`src/rtl/axil_concat_n_slice_if.sv`:
```
// AXI-Lite bundle for NUM_PORTS packed ports. Every field is a flat vector,
// with port i in slice [i*W +: W], so port 0 sits in the LSBs.
//   master : drives aw/w/ar valid+payload and b/r ready (manager side)
//   slave  : drives aw/w/ar ready and b/r valid+payload (subordinate side)
interface axil_concat_n_slice_if #(
  parameter int NUM_PORTS  = 2,
  parameter int DATA_WIDTH = 32,
  parameter int ADDR_WIDTH = 32,
  parameter int STRB_WIDTH = DATA_WIDTH/8
);
  logic [NUM_PORTS-1:0]            awvalid, awready;
  logic [NUM_PORTS*ADDR_WIDTH-1:0] awaddr;
  logic [NUM_PORTS-1:0]            wvalid, wready;
  logic [NUM_PORTS*DATA_WIDTH-1:0] wdata;
  logic [NUM_PORTS*STRB_WIDTH-1:0] wstrb;
  logic [NUM_PORTS-1:0]            bvalid, bready;
  logic [NUM_PORTS*2-1:0]          bresp;
  logic [NUM_PORTS-1:0]            arvalid, arready;
  logic [NUM_PORTS*ADDR_WIDTH-1:0] araddr;
  logic [NUM_PORTS-1:0]            rvalid, rready;
  logic [NUM_PORTS*DATA_WIDTH-1:0] rdata;
  logic [NUM_PORTS*2-1:0]          rresp;

  modport master (
    output awvalid, awaddr, input awready,
    output wvalid, wdata, wstrb, input wready,
    input  bvalid, bresp, output bready,
    output arvalid, araddr, input arready,
    input  rvalid, rdata, rresp, output rready
  );

  modport slave (
    input  awvalid, awaddr, output awready,
    input  wvalid, wdata, wstrb, output wready,
    output bvalid, bresp, input bready,
    input  arvalid, araddr, output arready,
    output rvalid, rdata, rresp, input rready
  );
endinterface

```
`src/rtl/axil_concat_n_slice.sv`:
```
// axil_concat_n_slice: packs NUM_PORTS AXI-Lite ports into flat bus vectors.
// It can add a full-throughput 2-entry skid buffer on each channel of each port.
// Ports:
//   aclk     clock
//   aresetn  synchronous active-low reset
//   a        slave modport, facing the endpoint managers (a_* signals)
//   b        master modport, facing the interconnect (b_* signals)
// REG_FWD selects slicing on AW/W/AR (a->b).
// REG_BWD selects slicing on B/R (b->a).
// A value of 0 makes that direction pure wiring.

// Per-channel skid buffer. With REG=0 it is a wire.
// Ready is a register, so the source-side ready never depends combinationally
// on the sink.
module axil_skid #(
  parameter int W   = 32,
  parameter bit REG = 1'b1
) (
  input  logic         clk,
  input  logic         rst_n,
  input  logic         s_valid,
  output logic         s_ready,
  input  logic [W-1:0] s_data,
  output logic         m_valid,
  input  logic         m_ready,
  output logic [W-1:0] m_data
);
  if (!REG) begin : g_pass
    logic unused_clk_rst;
    assign unused_clk_rst = clk ^ rst_n;
    assign m_valid = s_valid;
    assign s_ready = m_ready;
    assign m_data  = s_data;
  end else begin : g_reg
    typedef enum logic [1:0] {EMPTY, ONE, TWO} state_t;

    state_t       state, state_nx;
    logic         rdy_q;
    logic [W-1:0] out_q, skid_q;
    logic         push, pop;
    logic         ld_out_src, ld_out_skid, ld_skid;

    assign push = s_valid & rdy_q;
    assign pop  = (state != EMPTY) & m_ready;

    // rdy_q looks ahead at the next state.
    // It reads 0 while in reset and 1 from the first edge after release.
    always_ff @(posedge clk) begin
      if (!rst_n) begin
        state <= EMPTY;
        rdy_q <= 1'b0;
      end else begin
        state <= state_nx;
        rdy_q <= (state_nx != TWO);
      end
    end

    always_comb begin
      state_nx    = state;
      ld_out_src  = 1'b0;
      ld_out_skid = 1'b0;
      ld_skid     = 1'b0;
      case (state)
        EMPTY: if (push) begin
          state_nx   = ONE;
          ld_out_src = 1'b1;
        end
        ONE: begin
          if (push && pop) begin
            ld_out_src = 1'b1;
          end else if (push) begin
            state_nx = TWO;
            ld_skid  = 1'b1;
          end else if (pop) begin
            state_nx = EMPTY;
          end
        end
        TWO: if (pop) begin
          state_nx    = ONE;
          ld_out_skid = 1'b1;
        end
        default: state_nx = EMPTY;
      endcase
    end

    always_ff @(posedge clk) begin
      if (!rst_n) begin
        out_q  <= '0;
        skid_q <= '0;
      end else begin
        if (ld_out_src)       out_q <= s_data;
        else if (ld_out_skid) out_q <= skid_q;
        if (ld_skid)          skid_q <= s_data;
      end
    end

    assign s_ready = rdy_q;
    assign m_valid = (state != EMPTY);
    assign m_data  = out_q;
  end
endmodule

module axil_concat_n_slice #(
  parameter int NUM_PORTS  = 2,
  parameter int DATA_WIDTH = 32,
  parameter int ADDR_WIDTH = 32,
  parameter int STRB_WIDTH = DATA_WIDTH/8,
  parameter bit REG_FWD    = 1'b1,
  parameter bit REG_BWD    = 1'b1
) (
  input logic                   aclk,
  input logic                   aresetn,
  axil_concat_n_slice_if.slave  a,
  axil_concat_n_slice_if.master b
);
  localparam int AW = ADDR_WIDTH;
  localparam int DW = DATA_WIDTH;
  localparam int SW = STRB_WIDTH;

  for (genvar i = 0; i < NUM_PORTS; i++) begin : g_port
    axil_skid #(.W(AW), .REG(REG_FWD)) u_aw (
      .clk(aclk), .rst_n(aresetn),
      .s_valid(a.awvalid[i]), .s_ready(a.awready[i]), .s_data(a.awaddr[i*AW +: AW]),
      .m_valid(b.awvalid[i]), .m_ready(b.awready[i]), .m_data(b.awaddr[i*AW +: AW])
    );

    axil_skid #(.W(DW+SW), .REG(REG_FWD)) u_w (
      .clk(aclk), .rst_n(aresetn),
      .s_valid(a.wvalid[i]), .s_ready(a.wready[i]),
      .s_data({a.wstrb[i*SW +: SW], a.wdata[i*DW +: DW]}),
      .m_valid(b.wvalid[i]), .m_ready(b.wready[i]),
      .m_data({b.wstrb[i*SW +: SW], b.wdata[i*DW +: DW]})
    );

    axil_skid #(.W(AW), .REG(REG_FWD)) u_ar (
      .clk(aclk), .rst_n(aresetn),
      .s_valid(a.arvalid[i]), .s_ready(a.arready[i]), .s_data(a.araddr[i*AW +: AW]),
      .m_valid(b.arvalid[i]), .m_ready(b.arready[i]), .m_data(b.araddr[i*AW +: AW])
    );

    // The response channels flow from b to a.
    axil_skid #(.W(2), .REG(REG_BWD)) u_b (
      .clk(aclk), .rst_n(aresetn),
      .s_valid(b.bvalid[i]), .s_ready(b.bready[i]), .s_data(b.bresp[i*2 +: 2]),
      .m_valid(a.bvalid[i]), .m_ready(a.bready[i]), .m_data(a.bresp[i*2 +: 2])
    );

    axil_skid #(.W(DW+2), .REG(REG_BWD)) u_r (
      .clk(aclk), .rst_n(aresetn),
      .s_valid(b.rvalid[i]), .s_ready(b.rready[i]),
      .s_data({b.rresp[i*2 +: 2], b.rdata[i*DW +: DW]}),
      .m_valid(a.rvalid[i]), .m_ready(a.rready[i]),
      .m_data({a.rresp[i*2 +: 2], a.rdata[i*DW +: DW]})
    );
  end
endmodule

```
`src/flat_wrapper.sv`:
```
// flat-port wrapper written by rule: the top's interface ports become plain ports
module axil_concat_n_slice_flat 
#(
  parameter int NUM_PORTS  = 2,
  parameter int DATA_WIDTH = 32,
  parameter int ADDR_WIDTH = 32,
  parameter int STRB_WIDTH = DATA_WIDTH/8,
  parameter bit REG_FWD    = 1'b1,
  parameter bit REG_BWD    = 1'b1
)
  (aclk, aresetn, a_awvalid, a_awaddr, a_awready, a_wvalid, a_wdata, a_wstrb, a_wready, a_bvalid, a_bresp, a_bready, a_arvalid, a_araddr, a_arready, a_rvalid, a_rdata, a_rresp, a_rready, b_awvalid, b_awaddr, b_awready, b_wvalid, b_wdata, b_wstrb, b_wready, b_bvalid, b_bresp, b_bready, b_arvalid, b_araddr, b_arready, b_rvalid, b_rdata, b_rresp, b_rready);
  axil_concat_n_slice_if #(.NUM_PORTS(NUM_PORTS), .DATA_WIDTH(DATA_WIDTH), .ADDR_WIDTH(ADDR_WIDTH), .STRB_WIDTH(STRB_WIDTH)) a_i ();
  axil_concat_n_slice_if #(.NUM_PORTS(NUM_PORTS), .DATA_WIDTH(DATA_WIDTH), .ADDR_WIDTH(ADDR_WIDTH), .STRB_WIDTH(STRB_WIDTH)) b_i ();
  input logic aclk;
  input logic aresetn;
  input wire logic [$bits(a_i.awvalid)-1:0] a_awvalid;
  input wire logic [$bits(a_i.awaddr)-1:0] a_awaddr;
  output wire logic [$bits(a_i.awready)-1:0] a_awready;
  input wire logic [$bits(a_i.wvalid)-1:0] a_wvalid;
  input wire logic [$bits(a_i.wdata)-1:0] a_wdata;
  input wire logic [$bits(a_i.wstrb)-1:0] a_wstrb;
  output wire logic [$bits(a_i.wready)-1:0] a_wready;
  output wire logic [$bits(a_i.bvalid)-1:0] a_bvalid;
  output wire logic [$bits(a_i.bresp)-1:0] a_bresp;
  input wire logic [$bits(a_i.bready)-1:0] a_bready;
  input wire logic [$bits(a_i.arvalid)-1:0] a_arvalid;
  input wire logic [$bits(a_i.araddr)-1:0] a_araddr;
  output wire logic [$bits(a_i.arready)-1:0] a_arready;
  output wire logic [$bits(a_i.rvalid)-1:0] a_rvalid;
  output wire logic [$bits(a_i.rdata)-1:0] a_rdata;
  output wire logic [$bits(a_i.rresp)-1:0] a_rresp;
  input wire logic [$bits(a_i.rready)-1:0] a_rready;
  output wire logic [$bits(b_i.awvalid)-1:0] b_awvalid;
  output wire logic [$bits(b_i.awaddr)-1:0] b_awaddr;
  input wire logic [$bits(b_i.awready)-1:0] b_awready;
  output wire logic [$bits(b_i.wvalid)-1:0] b_wvalid;
  output wire logic [$bits(b_i.wdata)-1:0] b_wdata;
  output wire logic [$bits(b_i.wstrb)-1:0] b_wstrb;
  input wire logic [$bits(b_i.wready)-1:0] b_wready;
  input wire logic [$bits(b_i.bvalid)-1:0] b_bvalid;
  input wire logic [$bits(b_i.bresp)-1:0] b_bresp;
  output wire logic [$bits(b_i.bready)-1:0] b_bready;
  output wire logic [$bits(b_i.arvalid)-1:0] b_arvalid;
  output wire logic [$bits(b_i.araddr)-1:0] b_araddr;
  input wire logic [$bits(b_i.arready)-1:0] b_arready;
  input wire logic [$bits(b_i.rvalid)-1:0] b_rvalid;
  input wire logic [$bits(b_i.rdata)-1:0] b_rdata;
  input wire logic [$bits(b_i.rresp)-1:0] b_rresp;
  output wire logic [$bits(b_i.rready)-1:0] b_rready;
  assign a_i.awvalid = a_awvalid;
  assign a_i.awaddr = a_awaddr;
  assign a_awready = a_i.awready;
  assign a_i.wvalid = a_wvalid;
  assign a_i.wdata = a_wdata;
  assign a_i.wstrb = a_wstrb;
  assign a_wready = a_i.wready;
  assign a_bvalid = a_i.bvalid;
  assign a_bresp = a_i.bresp;
  assign a_i.bready = a_bready;
  assign a_i.arvalid = a_arvalid;
  assign a_i.araddr = a_araddr;
  assign a_arready = a_i.arready;
  assign a_rvalid = a_i.rvalid;
  assign a_rdata = a_i.rdata;
  assign a_rresp = a_i.rresp;
  assign a_i.rready = a_rready;
  assign b_awvalid = b_i.awvalid;
  assign b_awaddr = b_i.awaddr;
  assign b_i.awready = b_awready;
  assign b_wvalid = b_i.wvalid;
  assign b_wdata = b_i.wdata;
  assign b_wstrb = b_i.wstrb;
  assign b_i.wready = b_wready;
  assign b_i.bvalid = b_bvalid;
  assign b_i.bresp = b_bresp;
  assign b_bready = b_i.bready;
  assign b_arvalid = b_i.arvalid;
  assign b_araddr = b_i.araddr;
  assign b_i.arready = b_arready;
  assign b_i.rvalid = b_rvalid;
  assign b_i.rdata = b_rdata;
  assign b_i.rresp = b_rresp;
  assign b_rready = b_i.rready;
  axil_concat_n_slice #(.NUM_PORTS(NUM_PORTS), .DATA_WIDTH(DATA_WIDTH), .ADDR_WIDTH(ADDR_WIDTH), .STRB_WIDTH(STRB_WIDTH), .REG_FWD(REG_FWD), .REG_BWD(REG_BWD)) u_core (.aclk(aclk), .aresetn(aresetn), .a(a_i), .b(b_i));
endmodule
```
`config.mk`:
```
export PLATFORM = sky130hd
export DESIGN_NAME = axil_concat_n_slice_flat
export DESIGN_NICKNAME = d
export VERILOG_FILES = /design/src/rtl/axil_concat_n_slice_if.sv /design/src/rtl/axil_concat_n_slice.sv /design/src/flat_wrapper.sv
export SDC_FILE = /design/constraint.sdc
export NUM_CORES = 1
export LEC_CHECK = 0
export BUFFER_PORTS_ARGS = -buffer_cell sky130_fd_sc_hd__buf_2
export CORE_AREA = 2 2 225 227
export CTS_CLUSTER_DIAMETER = 100
export DETAILED_ROUTE_END_ITERATION = 8
export DIE_AREA = 0 0 227 229
export GPL_TIMING_DRIVEN = 1
export HOLD_SLACK_MARGIN = 0.12
export PLACE_DENSITY_LB_ADDON = 0.12
export SETUP_SLACK_MARGIN = 0.2
export SYNTH_ARGS = -nofsm -noshare
export SYNTH_HDL_FRONTEND = slang
export SYNTH_SLANG_ARGS = --single-unit
export TNS_END_PERCENT = 30
```
`constraint.sdc`:
```
create_clock -name aclk -period 3.1 [get_ports aclk]
set_input_delay 0 -clock aclk [delete_from_list [all_inputs] [get_ports aclk]]
set_output_delay 0 -clock aclk [all_outputs]
set_load 0.02 [all_outputs]
```
==> results of run 1 <==
-- per-stage QoR --
step | hold WS [ns] | util | cell area [sq um]
after CTS | 0.142 | 0.660 | 32800
after global placement | 0.251 | 0.551 | 27400
after detailed placement | 0.258 | 0.551 | 27400
after floorplan | 0.135 | - | 24500
after global routing | 0.163 | 0.661 | 32800
final | 0.175 | 0.661 | 32800
-- timing repair --
item / CTS / global route
hold buffers: 346 / 0
endpoints found under the hold margin: 574 / 0
setup buffers: 0 / 0
-- layer usage --
metal,track usage,part of all wire
met5,0,0.00014
met4,0.135,0.051
met3,0.0781,0.076
met2,0.476,0.48
met1,0.326,0.40
-- power by group --
part	switching (mW)	total (mW)	internal [mW]
Combinational	1.42	2.48	1.07
Clock	2.96	7.00	4.04
Sequential	0.199	7.91	7.71
Total	4.57	17.4	12.8
-- synthesized netlist by cell type (49+ instances only) --
| cell | count | area [sq um] |
|---|---|---|
| nand2_1 | 725 | 2720 |
| dfxtp_1 | 574 | 11500 |
| o211a_1 | 204 | 2040 |
| mux2i_1 | 184 | 1840 |
| a21boi_0 | 155 | 1160 |
| nand3_1 | 135 | 676 |
| a21boi_1 | 116 | 871 |
| clkbuf_1 | 97 | 364 |
| o21ai_0 | 85 | 425 |
| buf_2 | 82 | 410 |
| a21oi_1 | 79 | 395 |
| o22ai_1 | 73 | 457 |
| buf_4 | 49 | 368 |
-- worst max-delay path by stage --
stage	cells after the start	endpoint	from	slack [ns]
2_1_floorplan	6	u_core.g_port[0].u_w.m_data[32]$_SDFFE_PN0P_	u_core.g_port[0].u_w.g_reg.state[0]$_SDFF_PN0_	1.77
3_3_place_gp	5	u_core.g_port[1].u_aw.m_data[15]$_SDFFE_PN0P_	u_core.g_port[1].u_aw.g_reg.state[1]$_SDFF_PN0_	1.11
3_5_place_dp	4	u_core.g_port[1].u_r.m_data[3]$_SDFFE_PN0P_	u_core.g_port[1].u_r.s_ready$_SDFF_PN0_	1.01
4_1_cts	6	u_core.g_port[0].u_w.g_reg.skid_q[28]$_SDFFE_PN0P_	u_core.g_port[0].u_w.g_reg.state[0]$_SDFF_PN0_	0.46
5_1_grt	6	u_core.g_port[0].u_w.g_reg.skid_q[34]$_SDFFE_PN0P_	u_core.g_port[0].u_w.g_reg.state[0]$_SDFF_PN0_	0.21
6_report	5	u_core.g_port[1].u_r.m_data[21]$_SDFFE_PN0P_	u_core.g_port[1].u_r.s_ready$_SDFF_PN0_	0.45
-- flip-flops by register name (all words and copies together), names as in the netlist, 64 cells and up --
signal / count
u_core.g_port.u_aw.g_reg.skid_q: 64
u_core.g_port.u_w.m_data: 72
u_core.g_port.u_ar.g_reg.skid_q: 64
u_core.g_port.u_ar.m_data: 64
u_core.g_port.u_w.g_reg.skid_q: 72
u_core.g_port.u_aw.m_data: 64
u_core.g_port.u_r.g_reg.skid_q: 68
u_core.g_port.u_r.m_data: 68
-- logic make-up (layout without fill, tap and decap cells) --
| family | Yosys count | count (layout) | synth area share |
|---|---|---|---|
| mux | 189 | 189 | 0.0775 |
| buf+inv | 250 | 1086 | 0.0545 |
| flops | 574 | 574 | 0.469 |
| other cells | 0 | 19 | 0 |
| simple gates | 982 | 982 | 0.174 |
| compound gates | 735 | 735 | 0.225 |
-- final cells by class --
cell class	instances	area, sq um
Fill cell	4099	16900
Multi-Input combinational cell	1906	11700
Sequential cell	574	11500
Timing Repair Buffer	974	6790
Clock buffer	95	1840
Tap cell	672	841
Clock inverter	14	75.1
Antenna cell	19	47.5
Inverter	3	11.3
-- worst min-delay path, delay by kind of cell --
kind | cells | cell delay [ns]
AO/OA/AOI/OAI | 1 | 0.14
buffers and inverters | 2 | 0.62
==> results.yml, run 1 <==
outcome:
  outcome: "completed"
worst_setup_path:
  cp_data_required_time_ns: 3.66
  worst_setup_path_end_kind: "register"
  crit_type: "reg2reg"
  reg2reg_to: "u_core.g_port[1].u_r.m_data[21]$_SDFFE_PN0P_"
  critPathTopFamily: "compound AO/OA/AOI/OAI gates"
  reg2reg_slack_ns: 0.45
  cp.arrival_ns: 3.21
  critPathMaxFanout: 36
  r2r_start: "u_core.g_port[1].u_r.s_ready$_SDFF_PN0_"
  cp-start-kind: "register"
  worst_path_max_delay_cell: "o21ai_4"
  cp_num_buf_inv: 1
  crit_chain: "nand3b_4 > o21ai_4 > o21ai_0 > a21oi_1 > dlygate4sd3_1"
  r2r.worst_path.cells: 5
  slowest_delay_ns: 0.83
timing:
  fin_skew_ns: 0.0144
  fin_setup_tns_ns: 0
  fin_crit_sh: 0.854
  timing.final.ws_setup_ns: 0.453
  hold_viol: 0
  fmax_mhz: 378
  min_period_ns: 2.65
  worst_pin_slew_ns: 1.15
  report.final.slew_viol_count: 0
  grt_setup_unrepaired: "false"
  setup_violations: 0
  slew_headroom: 0.230
floorplanning:
  io_pins: 586
  die_w_um: 227
  core_sq_um: 49700
  die_area_sq_um: 52000
  initial_utilization: 0.493
  die_h_um: 229
  rows: 82
cts:
  tritoncts: "yes"
  ctsHtreeMaxLevel: 2
  cts_sinks: 574
  cts_buffers: 60
  clock-root-buffer: "clkbuf_16"
  worstSkewPairLatency_ns: 0.62
  cts.clk_slew.worst_paths_ns: 0.06
  cts_resized: 0
  cts_buffer_depth: 3
flow_run:
  maxCapViolations: 0
hold_path:
  hold_path.class: "in2reg"
  hold_path_end: "u_core.g_port[0].u_aw.m_data[24]$_SDFFE_PN0P_"
  worstHoldStart: "a_awaddr[24]"
  whs_path_depth: 3
placement:
  gp_congestion: 0.831
  portBuffers: 585
  place_inst: 3783
  dp.final_hpwl_mm: 48.6
  place_ws_ns: 1.01
drt:
  drc: 0
  vias_per_cell: 5.40
  wl_per_cell_um: 18.0
  drtPass1Iterations: 5
  vias: 22983
  drt_iter0_drc: 1597
  ant_nets: 0
  drt_wl_total_mm: 76.6
synthesis:
  netlist_area_sq_um: 24500
  ys.flop_type: "dfxtp_1"
  ys_seq_area_frac: 0.469
  synth-edff-count: 0
  syn_area_per_cell_sq_um: 8.97
  synth_cell_types: 46
  synth-seq-cells: 574
  async_reset_ff_frac: 0
  yosysWarningCount: 0
  synth_fp_nets: 3024
  netlist_instances: 2730
power:
  power_density_nw_per_um2: 530
  finalPower_mw: 17.4
  peakVddDrop_mv: 0.442
  leakage_nw: 16.4
grt:
  grt_max_degree: 138
  grt-ovfl-total: 0
  grt_pass1_vias: 22784
  antenna_found_initial: 19
  track_usage: 0.281
  grt_pass1_wl_mm: 118
final_layout:
  nNetsFinal: 3813
  final_common_cell: "nand2_1"
  fin_cells: 4257
  final_cell_mix: "nand2_1, buf_2, dfxtp_1"
  drive_gt1_frac: 0.215
  syn_to_final_growth_pct: 33.9
Note: power is estimated with default switching activity, not from simulation.
==> inputs of run 2 (changes only) <==
- CELL_PAD_IN_SITES_DETAIL_PLACEMENT: default -> 1
- CELL_PAD_IN_SITES_GLOBAL_PLACEMENT: default -> 1
- CORE_AREA: 2 2 225 227 -> default
- CORE_MARGIN: default -> 1
- CORE_UTILIZATION: default -> 43
- DIE_AREA: 0 0 227 229 -> default
==> results.yml, run 2 (same netlist as run 1, synthesis figures left out) <==
outcome:
  outcome: "completed"
drt:
  drt_wl_total_mm: 90.9
  drt_iter0_drc: 1160
  drtPass1Iterations: 5
  wl_per_cell_um: 21.0
  drc: 0
  ant_nets: 0
  vias_per_cell: 5.50
  vias: 23751
timing:
  hold-worst-slack_ns: 0.188
  slew_headroom: 0.178
  grt_setup_unrepaired: "false"
  min_period_ns: 2.57
  fin_setup_tns_ns: 0
  hold_viol: 0
  timing.final.ws_setup_ns: 0.530
  fmax_mhz: 389
  report.final.slew_viol_count: 0
  worst_pin_slew_ns: 1.23
  fin_crit_sh: 0.829
  fin_skew_ns: 0.0237
  setup_violations: 0
power:
  p_sw_frac: 0.267
  leakage_nw: 16.5
  comb_power_share: 0.141
  power_density_nw_per_um2: 558
  clock_power_share: 0.428
  seqPwrFrac: 0.431
  power.switching_mw: 4.92
  p_int_mw: 13.5
  peakVddDrop_mv: 0.431
final_layout:
  final_common_cell: "nand2_1"
  nNetsFinal: 3791
  syn_to_final_growth_pct: 34.5
  final_cell_mix: "nand2_1, buf_2, dfxtp_1"
  finalInstanceArea_sq_um: 32900
  drive_gt1_frac: 0.219
worst_setup_path:
  cp.arrival_ns: 3.11
  crit_type: "reg2reg"
  critPathMaxFanout: 36
  r2r_start: "u_core.g_port[1].u_r.g_reg.state[1]$_SDFF_PN0_"
  cp_data_required_time_ns: 3.64
  r2r.worst_path.cells: 6
  cp-startpoint: "u_core.g_port[1].u_r.g_reg.state[1]$_SDFF_PN0_"
  cp-start-kind: "register"
  worst_setup_path_end_kind: "register"
floorplanning:
  core_sq_um: 56400
  io_pins: 586
  die_h_um: 241
  initial_utilization: 0.435
  die_area_sq_um: 57900
  die_w_um: 241
  rows: 87
grt:
  track_usage: 0.302
  antenna_found_initial: 16
  grt_max_degree: 131
  grt_pass1_wl_mm: 138
  grt-ovfl-total: 0
  grt_pass1_vias: 25452
cts:
  cts_resized: 0
  ctsHtreeMaxLevel: 3
  cts.clk_slew.worst_paths_ns: 0.06
  tritoncts: "yes"
  clock-root-buffer: "clkbuf_16"
  worstSkewPairLatency_ns: 0.61
  cts_buffer_depth: 3
  cts_sinks: 574
  cts_buffers: 67
flow_run:
  maxCapViolations: 0
placement:
  place_ws_ns: 0.985
  gp_congestion: 0.831
  placed_area_sq_um: 27500
  dp.final_hpwl_mm: 55.0
  portBuffers: 585
hold_path:
  hold_path.class: "in2reg"
  whs_path_depth: 3
  worstHoldStart: "a_awaddr[14]"
## run 2: cell types whose count changed in the layout (fill, tap and decap cells not counted)
cell / before / now
dlygate4sd3_1: 346 / 317
clkbuf_16: 61 / 69
buf_12: 5 / 9
buf_4: 38 / 34
clkinv_2: 12 / 8
inv_6: 0 / 3
bufinv_16: 0 / 2
clkinv_8: 0 / 2
diode_2: 19 / 17
clkbuf_1: 15 / 14
clkbuf_8: 19 / 18
## run 2: routing by layer
metal | part of all wire | wire [um] | vias to the layer above | GRT usage
met2 | 0.49 | 44800 | 787 | 0.518
met3 | 0.062 | 5630 | 292 | 0.0769
met5 | 0.00031 | 28 | - | 0
li1 | - | - | 11002 | -
met1 | 0.38 | 34900 | 11664 | 0.336
met4 | 0.060 | 5500 | 6 | 0.180
## run 2: timing repair
item	4_1_cts	5_1_grt
hold buffers	317	0
hold endpoints to repair	574	0
buffers inserted	0	0
## run 2: path summary, 6_finish.rpt
check / slack, ns / to
setup reg to reg: 0.53 / u_core.g_port[1].u_r.g_reg.skid_q[28]$_SDFFE_PN0P_
setup / recovery: 0.53 / u_core.g_port[1].u_r.g_reg.skid_q[28]$_SDFFE_PN0P_
hold / removal: 0.19 / u_core.g_port[0].u_aw.m_data[14]$_SDFFE_PN0P_
hold reg to reg: 0.45 / u_core.g_port[0].u_w.g_reg.skid_q[34]$_SDFFE_PN0P_
## run 2: metrics by stage
step,util,power [mW],instances
global route,0.584,19.0,4312
floorplan,-,9.37,2730
detailed placement,0.488,10.3,3867
finish,0.584,18.4,4319
CTS,0.584,18.5,4302
global placement,0.488,10.2,3867
## run 2: final cells by class
type                            count  area, sq um
Antenna cell                       17         42.5
Timing Repair Buffer              945         6550
Tap cell                          756          946
Clock inverter                     17          174
Sequential cell                   574        11500
Inverter                            3         11.3
Fill cell                        6547        23400
Clock buffer                      101         2030
Multi-Input combinational cell   1906        11700
## run 2: worst max-delay path: stages, from the launching register on
cell           delay, ns
dfxtp_1             0.36
nand3b_4            0.51
nor2_4              0.42
buf_4               0.37
nand2_1             0.11
a21boi_1            0.15
dlygate4sd3_1       0.57
## run 2: power by group through the flow
stage	combinational [mW]	sequential, mW	clock, mW
after floorplan	1.02	8.36	0
after global placement	2.12	8.06	0
after detailed placement	2.19	8.08	0
after CTS	2.53	7.92	8.02
after global routing	2.77	7.96	8.31
final	2.59	7.93	7.88
